--- src/rtl/alu_sequencer_pkg.sv ---
// ============================================================================
// Module      : alu_sequencer_pkg
// Description : Shared opcodes, FSM state type and default width for the
//               ALU sequencer.
// Revision    : 1.0
// ============================================================================
`default_nettype none

package alu_sequencer_pkg;

    localparam int N_DEFAULT = 4;

    localparam logic [2:0] OP_ADD = 3'b000;
    localparam logic [2:0] OP_SUB = 3'b001;
    localparam logic [2:0] OP_AND = 3'b010;
    localparam logic [2:0] OP_OR  = 3'b011;
    localparam logic [2:0] OP_XOR = 3'b100;
    localparam logic [2:0] OP_LDI = 3'b101;
    localparam logic [2:0] OP_MOV = 3'b110;
    localparam logic [2:0] OP_NOP = 3'b111;

    typedef enum logic [1:0] {
        S_IDLE = 2'd0,
        S_READ = 2'd1,
        S_EXEC = 2'd2,
        S_WB   = 2'd3
    } state_t;

    function automatic logic op_writes(input logic [2:0] op);
        return (op != OP_NOP);
    endfunction

    function automatic logic op_is_arith(input logic [2:0] op);
        return (op == OP_ADD) || (op == OP_SUB);
    endfunction

endpackage

`default_nettype wire

--- src/rtl/alu_nbit.sv ---
// ============================================================================
// Module      : alu_nbit
// Description : Combinational N-bit ALU; carry is carry-out for ADD and
//               borrow for SUB.
// Revision    : 1.0
// ============================================================================
`default_nettype none

module alu_nbit
    import alu_sequencer_pkg::*;
#(
    parameter int N = N_DEFAULT
) (
    input  logic [2:0]   op,
    input  logic [N-1:0] a,
    input  logic [N-1:0] b,
    input  logic [N-1:0] imm,
    output logic [N-1:0] result,
    output logic         carry
);

    logic [N:0] w_sum;

    always_comb begin
        w_sum  = '0;
        result = '0;
        carry  = 1'b0;
        case (op)
            OP_ADD: begin
                w_sum  = {1'b0, a} + {1'b0, b};
                result = w_sum[N-1:0];
                carry  = w_sum[N];
            end
            OP_SUB: begin
                // Top bit of the widened difference is set exactly when a < b.
                w_sum  = {1'b0, a} - {1'b0, b};
                result = w_sum[N-1:0];
                carry  = w_sum[N];
            end
            OP_AND:  result = a & b;
            OP_OR:   result = a | b;
            OP_XOR:  result = a ^ b;
            OP_LDI:  result = imm;
            OP_MOV:  result = a;
            default: result = '0;
        endcase
    end

endmodule

`default_nettype wire

--- src/rtl/alu_sequencer.sv ---
// ============================================================================
// Module      : alu_sequencer
// Description : Four-state (IDLE/READ/EXEC/WB) sequencer driving an external
//               two-entry register file through one ALU operation at a time.
// Revision    : 1.0
// ============================================================================
`default_nettype none

module alu_sequencer
    import alu_sequencer_pkg::*;
#(
    parameter int N = N_DEFAULT
) (
    input  logic         clk,
    input  logic         rst,
    input  logic         op_valid,
    output logic         op_ready,
    input  logic [2:0]   op_code,
    input  logic         op_sa,
    input  logic         op_sb,
    input  logic         op_da,
    input  logic [N-1:0] op_imm,
    output logic         SA,
    output logic         SB,
    input  logic [N-1:0] A,
    input  logic [N-1:0] B,
    output logic [N-1:0] D,
    output logic         DA,
    output logic         W,
    output logic         done,
    output logic         carry,
    output logic         zero
);

    state_t       r_state;
    state_t       w_next;
    logic [2:0]   r_code;
    logic         r_sa;
    logic         r_sb;
    logic         r_da;
    logic [N-1:0] r_imm;
    logic [N-1:0] r_a;
    logic [N-1:0] r_b;
    logic [N-1:0] r_res;
    logic         r_carry;
    logic         r_zero;
    logic [N-1:0] w_res;
    logic         w_carry;
    logic         w_accept;

    assign w_accept = op_valid && (r_state == S_IDLE);

    always_ff @(posedge clk or negedge rst) begin
        if (!rst) begin
            r_state <= S_IDLE;
        end else begin
            r_state <= w_next;
        end
    end

    always_comb begin
        w_next = r_state;
        case (r_state)
            S_IDLE:  if (w_accept) w_next = S_READ;
            S_READ:  w_next = S_EXEC;
            S_EXEC:  w_next = S_WB;
            S_WB:    w_next = S_IDLE;
            default: w_next = S_IDLE;
        endcase
    end

    // Captured fields only change on accept, so SA/SB naturally hold their
    // last value through WB and IDLE.
    always_ff @(posedge clk or negedge rst) begin
        if (!rst) begin
            r_code <= OP_ADD;
            r_sa   <= 1'b0;
            r_sb   <= 1'b0;
            r_da   <= 1'b0;
            r_imm  <= '0;
        end else if (w_accept) begin
            r_code <= op_code;
            r_sa   <= op_sa;
            r_sb   <= op_sb;
            r_da   <= op_da;
            r_imm  <= op_imm;
        end
    end

    always_ff @(posedge clk or negedge rst) begin
        if (!rst) begin
            r_a     <= '0;
            r_b     <= '0;
            r_res   <= '0;
            r_carry <= 1'b0;
            r_zero  <= 1'b0;
        end else begin
            if (r_state == S_READ) begin
                r_a <= A;
                r_b <= B;
            end
            if (r_state == S_EXEC && op_writes(r_code)) begin
                r_res  <= w_res;
                r_zero <= (w_res == '0);
                if (op_is_arith(r_code)) begin
                    r_carry <= w_carry;
                end
            end
        end
    end

    alu_nbit #(
        .N(N)
    ) u_alu (
        .op     (r_code),
        .a      (r_a),
        .b      (r_b),
        .imm    (r_imm),
        .result (w_res),
        .carry  (w_carry)
    );

    // W and done decode straight from state so an asynchronous reset drops
    // them immediately.
    assign op_ready = (r_state == S_IDLE);
    assign SA       = r_sa;
    assign SB       = r_sb;
    assign DA       = r_da;
    assign D        = r_res;
    assign W        = (r_state == S_WB) && op_writes(r_code);
    assign done     = (r_state == S_WB);
    assign carry    = r_carry;
    assign zero     = r_zero;

endmodule

`default_nettype wire

--- config.mk ---
export PLATFORM = sky130hd
export DESIGN_NAME = alu_sequencer
export DESIGN_NICKNAME = d
export VERILOG_FILES = /design/src/rtl/alu_sequencer_pkg.sv /design/src/rtl/alu_nbit.sv /design/src/rtl/alu_sequencer.sv
export SDC_FILE = /design/constraint.sdc
export NUM_CORES = 1
export LEC_CHECK = 0
export ABC_AREA = 1
export CAP_MARGIN = 10
export CORE_UTILIZATION = 47
export CTS_BUF_LIST = sky130_fd_sc_hd__clkbuf_8 sky130_fd_sc_hd__clkbuf_16
export CTS_CLUSTER_SIZE = 40
export DETAILED_ROUTE_END_ITERATION = 16
export PLACE_DENSITY = 0.76
export SLEW_MARGIN = 20
export SYNTH_ARGS = -nofsm -noshare
export SYNTH_HDL_FRONTEND = slang
export SYNTH_HIERARCHICAL = 1
export SYNTH_SLANG_ARGS = --single-unit
--- constraint.sdc ---
create_clock -name clk -period 1.8 [get_ports clk]
set_input_delay 0.36 -clock clk [delete_from_list [all_inputs] [get_ports clk]]
set_output_delay 0.36 -clock clk [all_outputs]
set_load 0.05 [all_outputs]
==> results by group, run 1 <==
Routing
  – Final antenna-violating net count: 0
  – Starting DRT DRC Count: 61
  – Drt wl/cell: 12.05 µm
  – Routed vias: 1,499
  – DRC violations left: 0
  – Drt via density: 5.030
  – WL final: 3590 µm
  – Drt pass-1 iters: 4

Synth
  – Sequential area share after synthesis: 0.3712
  – Mapped Area: 1753 µm²
  – Post-Syn Instances: 214
  – Synth Warn #: 6
  – Yosys reg bits: 26
  – Syn nets: 253
  – Cell variety after synth: 26
  – Avg Cell Area, Syn: 8.191 µm²

Hold path
  – Hold crit path type: input port to asynchronous set/reset pin

Floorplan
  – Area of the core: 3442 µm²
  – Die area: 3978 µm²
  – Die Y: 63.07 µm
  – # IOs: 33
  – Starting density of the core: 0.5093
  – Row count: 21
  – Die Wd: 63.07 µm

STA
  – Final setup violation count: 0
  – Final-report hold violation count: 0
  – Final Max Slew Viols: 0
  – RSZ-0062 raised after global routing: true
  – Worst Max-Slew Pin Slew: 0.4327 ns
  – Hold Worst Slack: 0.4574 ns
  – Final period util: 0.9623
  – Fin crit period: 1.732 ns
  – FMAX: 577.3 MHz
  – Post-route setup slack: 0.06786 ns
  – Final Skew: 0.002549 ns
  – Max-slew headroom: 0.7115

Final layout
  – Core Util, Final: 0.6532
  – Nets: 293
  – Finished Layout Cells: 298
  – Reg area: 656.9 µm²
  – Footprint of the multi-input gates: 980.9 µm²
  – Antenna Cells: 0
  – Share of cells above drive strength 1: 0.2262
  – Layout area overhead: 28.27%
  – FILL cells: 310
  – Design area: 2248 µm²

Worst setup path
  – Crit path max fanout: 4
  – Worst Setup Start Kind: flip-flop
  – WP data arrival: 1.89 ns
  – Kind of end point of the critical path: flip-flop
  – Critical path type: flip-flop to flip-flop
  – Critical Path RT: 1.96 ns

GRT
  – GR Util All Layers: 0.1961
  – Global-route wire length before repair: 6244 µm
  – Gr ovfl total: 0
  – Initial antenna violation count: 0
  – Vias in the first global route: 1,469
  – Largest net degree at the start of global routing: 27

Placed design
  – Placer Congestion: 0.9080
  – Buffers on Ports: 32
  – Pre-CTS WS: -0.001638 ns
  – Post-Place Cell Area: 2117 µm²
  – Detailed Place HPWL: 2721 µm
  – Placed instance count: 291

Clock tree
  – Clk_lat worst skew: 0.26 ns
  – Clk buf depth: 2
  – Clock sinks: 26
  – Worst-path clk slew: 0.08 ns
  – CTS Root Cell: clkbuf_8
  – TritonCTS clock tree: built
  – Number of H-tree levels: 1
  – TritonCTS Buffers: 3

Outcome
  – Status: completed

Pwr
  – Pwr/cell area: 1987 nW/µm²
  – Worst VDD drop: 0.9152 mV
  – Lkg Pwr: 1.136 nW

Job
  – Max Cap Violations: 0
[what timing repair did]
action                     CTS  global route
setup buffers                1             3
resized for setup            2            16
hold buffers                 0             0
pin swaps                    0             5
hold endpoints to repair     0             0
gates cloned                 0             0
setup endpoints to repair    1             4
[report_power, final]
| group | total (mW) | internal, mW | leakage (nW) | switching (mW) |
|---|---|---|---|---|
| Clock | 0.322 | 0.150 | 0.0216 | 0.172 |
| Combinational | 2.98 | 1.24 | 0.802 | 1.73 |
| Sequential | 1.17 | 0.876 | 0.313 | 0.291 |
| Total | 4.47 | 2.27 | 1.14 | 2.20 |
[placed cells by master (no fill, tap or decap)]
cell and n:
a21oi_1 3, a21oi_2 3, buf_12 3, buf_4 19, clkbuf_8 3, clkdlybuf4s50_1 20
dfrtp_1 21, dfrtp_2 5, fa_2 2, ha_1 13, ha_4 3, inv_1 26
inv_2 3, mux2_2 8, nand2_1 54, nand2_2 1, nand2_4 1, nand3_1 23
nand3_2 1, nand4_1 5, nor2_1 18, nor2_2 2, nor3_2 1, nor3_4 1
o21ai_0 3, o21ai_1 5, o22ai_1 2, o2bb2ai_1 1, or2_0 1, xnor2_2 1
[final cells by class]
type	instances	area share
timing repair buffer	42	0.1792
clock buffer	3	0.01836
inverter	29	0.04841
sequential	26	0.2922
multi-input combinational	152	0.4363
tap	46	0.02560
[synth_stat cells]
library cell,number,share of area
nand2_4,1,0.0064
a21oi_2,2,0.010
fa_1,2,0.023
o2bb2ai_1,1,0.0050
o21ai_1,3,0.0086
nand3_1,23,0.066
o22ai_1,2,0.0071
dfrtp_1,26,0.37
nor3_4,1,0.0093
nand3_2,1,0.0057
nor2_1,18,0.039
or2_0,1,0.0036
mux2_2,8,0.051
nand4_1,5,0.018
xnor2_1,1,0.0050
ha_1,16,0.11
nand2_1,54,0.12
buf_6,5,0.032
buf_2,2,0.0057
inv_1,27,0.058
nor3_2,1,0.0057
inv_2,2,0.0043
o21ai_0,5,0.014
nand2_2,1,0.0036
nor2_2,2,0.0071
a21oi_1,4,0.011
[logic make-up after synthesis]
family	after synthesis	synth area share
AOI/OAI and AO/OA	17	0.05639
xor gates and xnor gates	1	0.004997
adders and majority gates	18	0.1370
buffers and inverters	36	0.09993
DFF	26	0.3712
muxes	8	0.05139
and+or+nand+nor	108	0.2791
[stage by stage]
stage	total power [mW]	setup TNS, ns
floorplan	3.158	0
global route	4.878	-0.01680
finish	4.467	0
global placement	3.830	0
CTS	4.261	0
detailed placement	3.895	-0.001638
[path summary, 6_finish.rpt]
kind | from | to | slack, ns | cells after the start
hold reg to reg | r_imm[2] | r_imm[2] | 0.48 | 2
setup / recovery | r_b[0] | zero | 0.07 | 9
max in group asynchronous | rst | r_a[0] | 1.07 | 2
setup reg to reg | r_b[0] | zero | 0.07 | 9
hold / removal | rst | D[1] | 0.46 | 2
min in group clk | r_imm[2] | r_imm[2] | 0.48 | 2
[metal layers]
layer / vias to the layer above / part of all wire / GRT usage
met1: 696 / 0.45 / 0.2561
li1: 758 / - / -
met4: 0 / 0.0058 / 0.04651
met3: 4 / 0.050 / 0.02536
met2: 41 / 0.49 / 0.3414
met5: - / 0 / 0
[worst max-delay path: stages (launching register included)]
cell	delay (ns)
dfrtp_2	0.46
ha_4	0.19
fa_2	0.51
inv_1	0.04
nor2_1	0.12
nor2_1	0.06
nand2_1	0.08
nor2_1	0.05
nand2_1	0.06
o21ai_1	0.05
[flip-flops by register name, summed over array words and instances, names as in the netlist]
register	count
r_b	4
carry	1
r_state	2
D	4
r_imm	4
SB	1
DA	1
r_code	3
r_a	4
zero	1
SA	1
(Power assumes the default switching activity.)
==> run 2: changes to the inputs <==
--- a/config.mk
+++ b/config.mk
@@ -9,7 +9,7 @@
 export CAP_MARGIN = 10
 export CORE_UTILIZATION = 47
 export CTS_BUF_LIST = sky130_fd_sc_hd__clkbuf_8 sky130_fd_sc_hd__clkbuf_16
-export CTS_CLUSTER_SIZE = 40
+export CTS_CLUSTER_SIZE = 14
 export DETAILED_ROUTE_END_ITERATION = 16
 export PLACE_DENSITY = 0.76
 export SLEW_MARGIN = 20
==> constraint.sdc (replaced) <==
create_clock -name clk -period 1.5 [get_ports clk]
set_input_delay 0.3 -clock clk [delete_from_list [all_inputs] [get_ports clk]]
set_output_delay 0.3 -clock clk [all_outputs]
set_load 0.05 [all_outputs]
==> run 2 against run 1 <==
The run now ends with setup timing left. Via count is 9.3% higher. Worst hold slack got worse by 0.055 ns. Non-clock buffer count increased by 23. Clock power increased by 23%. First-iteration DRC count up 44%. Critical endpoint is now D[1]. Worst setup slack got worse by 0.33 ns. Sequential power grew 19%. Sequential share of layout area shrank 4.2 points. Critical path depth did not move.
==> results by group, run 2 (synthesized netlist as in run 1, its figures left out) <==
Outcome
  – Status: finished, violations left
  – Violated checks: setup timing

GRT
  – GR Util All Layers: 0.2308 (+0.03471)
  – Global-route wire length before repair: 7141 µm (+14%)
  – Largest net degree at the start of global routing: 27 (unchanged)
  – Gr ovfl total: 0 (unchanged)
  – Initial antenna violation count: 0 (unchanged)
  – Vias in the first global route: 1,558 (+6.1%)

Clock tree
  – Clk_lat worst skew: 0.27 ns (about the same)
  – Clock sinks: 26 (unchanged)
  – Number of H-tree levels: 1 (unchanged)
  – TritonCTS clock tree: built
  – Worst-path clk slew: 0.09 ns (about the same)
  – CTS Root Cell: clkbuf_8
  – Clk buf depth: 2 (unchanged)
  – CTS Hold Bufs: 0 (unchanged)
  – TritonCTS Buffers: 3 (unchanged)

Placed design
  – Placed instance count: 305 (+4.8%)
  – Detailed Place HPWL: 2957 µm (+8.7%)
  – Buffers on Ports: 32 (unchanged)
  – Placer Congestion: 0.8580 (-5.5%)

STA
  – FMAX: 566.3 MHz (-1.9%)
  – Final Skew: 0.004297 ns (+0.001747 ns)
  – Worst Max-Slew Pin Slew: 0.3416 ns (-0.09116 ns)
  – Max-slew headroom: 0.7723 (+0.06077)
  – Final-report hold violation count: 0 (unchanged)
  – RSZ-0062 raised after global routing: true
  – Final Max Slew Viols: 0 (unchanged)
  – Post-route setup slack: -0.2659 ns (-0.3337 ns)
  – Final setup violation count: 6 (+6)
  – Final period util: 1.177 (+0.2149)
  – Fin crit period: 1.766 ns (+0.03372 ns)

Pwr
  – Lkg Pwr: 1.290 nW (+14%)
  – Sw frac: 0.4595 (-0.03232)
  – Worst VDD drop: 1.375 mV (+50%)
  – Seq pwr share: 0.209 (-0.052)
  – Clock power share: 0.059 (-0.013)
  – Comb power frac: 0.732 (+0.065)
  – Internal power: 3.589 mW (+58%)
  – Pwr/cell area: 2533 nW/µm² (+27%)
  – Total power: 6.641 mW (+49%)
  – P_sw: 3.051 mW (+39%)

Worst setup path
  – Reg2reg setup slack: -0.27 ns (-0.33 ns)
  – Worst Setup Start Kind: flip-flop
  – Reg2reg start: r_b[0]
  – RR Endpoint: D[1]
  – Path depth of the worst reg2reg path: 9 (unchanged)
  – WP data arrival: 1.97 ns (+0.08 ns)
  – Kind of end point of the critical path: flip-flop
  – Critical Path RT: 1.71 ns (-0.25 ns)
  – Critical path type: flip-flop to flip-flop
  – Crit path max fanout: 4 (unchanged)

Final layout
  – Commonest cells after routing, fill and taps aside: 53 x nand2_1, 29 x buf_4, 22 x inv_1, 22 x nand3_1, 21 x dfrtp_1
  – Finished Layout Cells: 321 (+7.7%)
  – Layout area overhead: 49.54%
  – Share of cells above drive strength 1: 0.3309 (+0.1047)
  – FILL cells: 226 (-27%)
  – Antenna Cells: 0 (unchanged)
  – Commonest non-fill, non-tap cell in the layout: nand2_1
  – Nets: 316 (+7.8%)

Routing
  – WL final: 4331 µm (+21%)
  – Drt wl/cell: 13.49 µm (+12%)
  – Drt via density: 5.103 (+1.4%)
  – Starting DRT DRC Count: 88 (+44%)
  – Final antenna-violating net count: 0 (unchanged)
  – Drt pass-1 iters: 4 (unchanged)
  – DRC violations left: 0 (unchanged)
  – Routed vias: 1,638 (+9.3%)

Floorplan
  – Die Y: 63.07 µm (unchanged)
  – # IOs: 33 (unchanged)
  – Starting density of the core: 0.5093 (unchanged)
  – Area of the core: 3442 µm² (unchanged)
  – Die Wd: 63.07 µm (unchanged)
  – Row count: 21 (unchanged)
  – Die area: 3978 µm² (unchanged)

Hold path
  – Hold crit path type: input port to asynchronous set/reset pin

Job
  – Max Cap Violations: 0 (unchanged)
==> run 2: changes by cell type in the layout (fill, tap and decap cells not counted), sizes merged <==
cell and delta:
buf +23
==> run 2: power by group through the flow <==
stage               combinational [mW]  sequential, mW  clock [mW]
floorplan                         2.19            1.64           0
finish                            4.86            1.39       0.395
detailed placement                3.96            1.41           0
CTS                               4.39            1.36       0.402
global placement                  3.87            1.39           0
global route                      5.29            1.43       0.426
==> run 2: final cells by class <==
type,instances,area (µm²),area share
multi-input cells,152,1027,0.3919
repair buffers,65,729.5,0.2783
flip-flops and latches,26,656.9,0.2506
inverters,29,108.9,0.04153
well taps,46,57.56,0.02196
clock buffers,3,41.29,0.01575
==> run 2: stage by stage <==
step	setup WS, ns	util	setup TNS [ns]	hold slack, ns	area [µm²]
3_5_place_dp	-0.2387	0.6859	-0.7653	0.4657	2361
6_report	-0.2659	0.7615	-1.022	0.4021	2621
5_1_grt	-0.3511	0.7615	-1.554	0.4415	2621
2_1_floorplan	-0.1144	-	-0.1951	0.004409	1767
3_3_place_gp	-0.1674	0.6859	-0.5152	0.4552	2361
4_1_cts	-0.2260	0.7332	-0.6294	0.4123	2524
==> run 2: worst max-delay path by stage <==
stage | startpoint | to | depth (start not counted)
floorplan | r_a[0] | zero | 9
global placement | r_a[0] | zero | 9
detailed placement | r_a[0] | zero | 9
CTS | r_a[0] | zero | 9
global route | r_a[0] | zero | 10
finish | r_b[0] | D[1] | 9
==> run 2: critical path, cell delays in order, from the launching register on <==
cell and delay (ns):
dfrtp_2 0.47, ha_4 0.19, fa_2 0.51, inv_1 0.04, nor2_1 0.10, nor2_1 0.06, nand2_1 0.10, buf_4 0.12
nand3_2 0.05, nand2_1 0.08
==> run 2: timing repair <==
action / 4_1_cts / 5_1_grt
gates cloned: 0 / 0
buffers inserted: 7 / 6
pin swaps: 5 / 7
endpoints found under the setup margin: 7 / 8
resized for setup: 16 / 11
==> run 2: metal layers <==
metal	part of all wire	global-route usage
met1	0.40	0.2897
met2	0.53	0.4113
met4	0.012	0.06395
met5	0	0
met3	0.056	0.02899
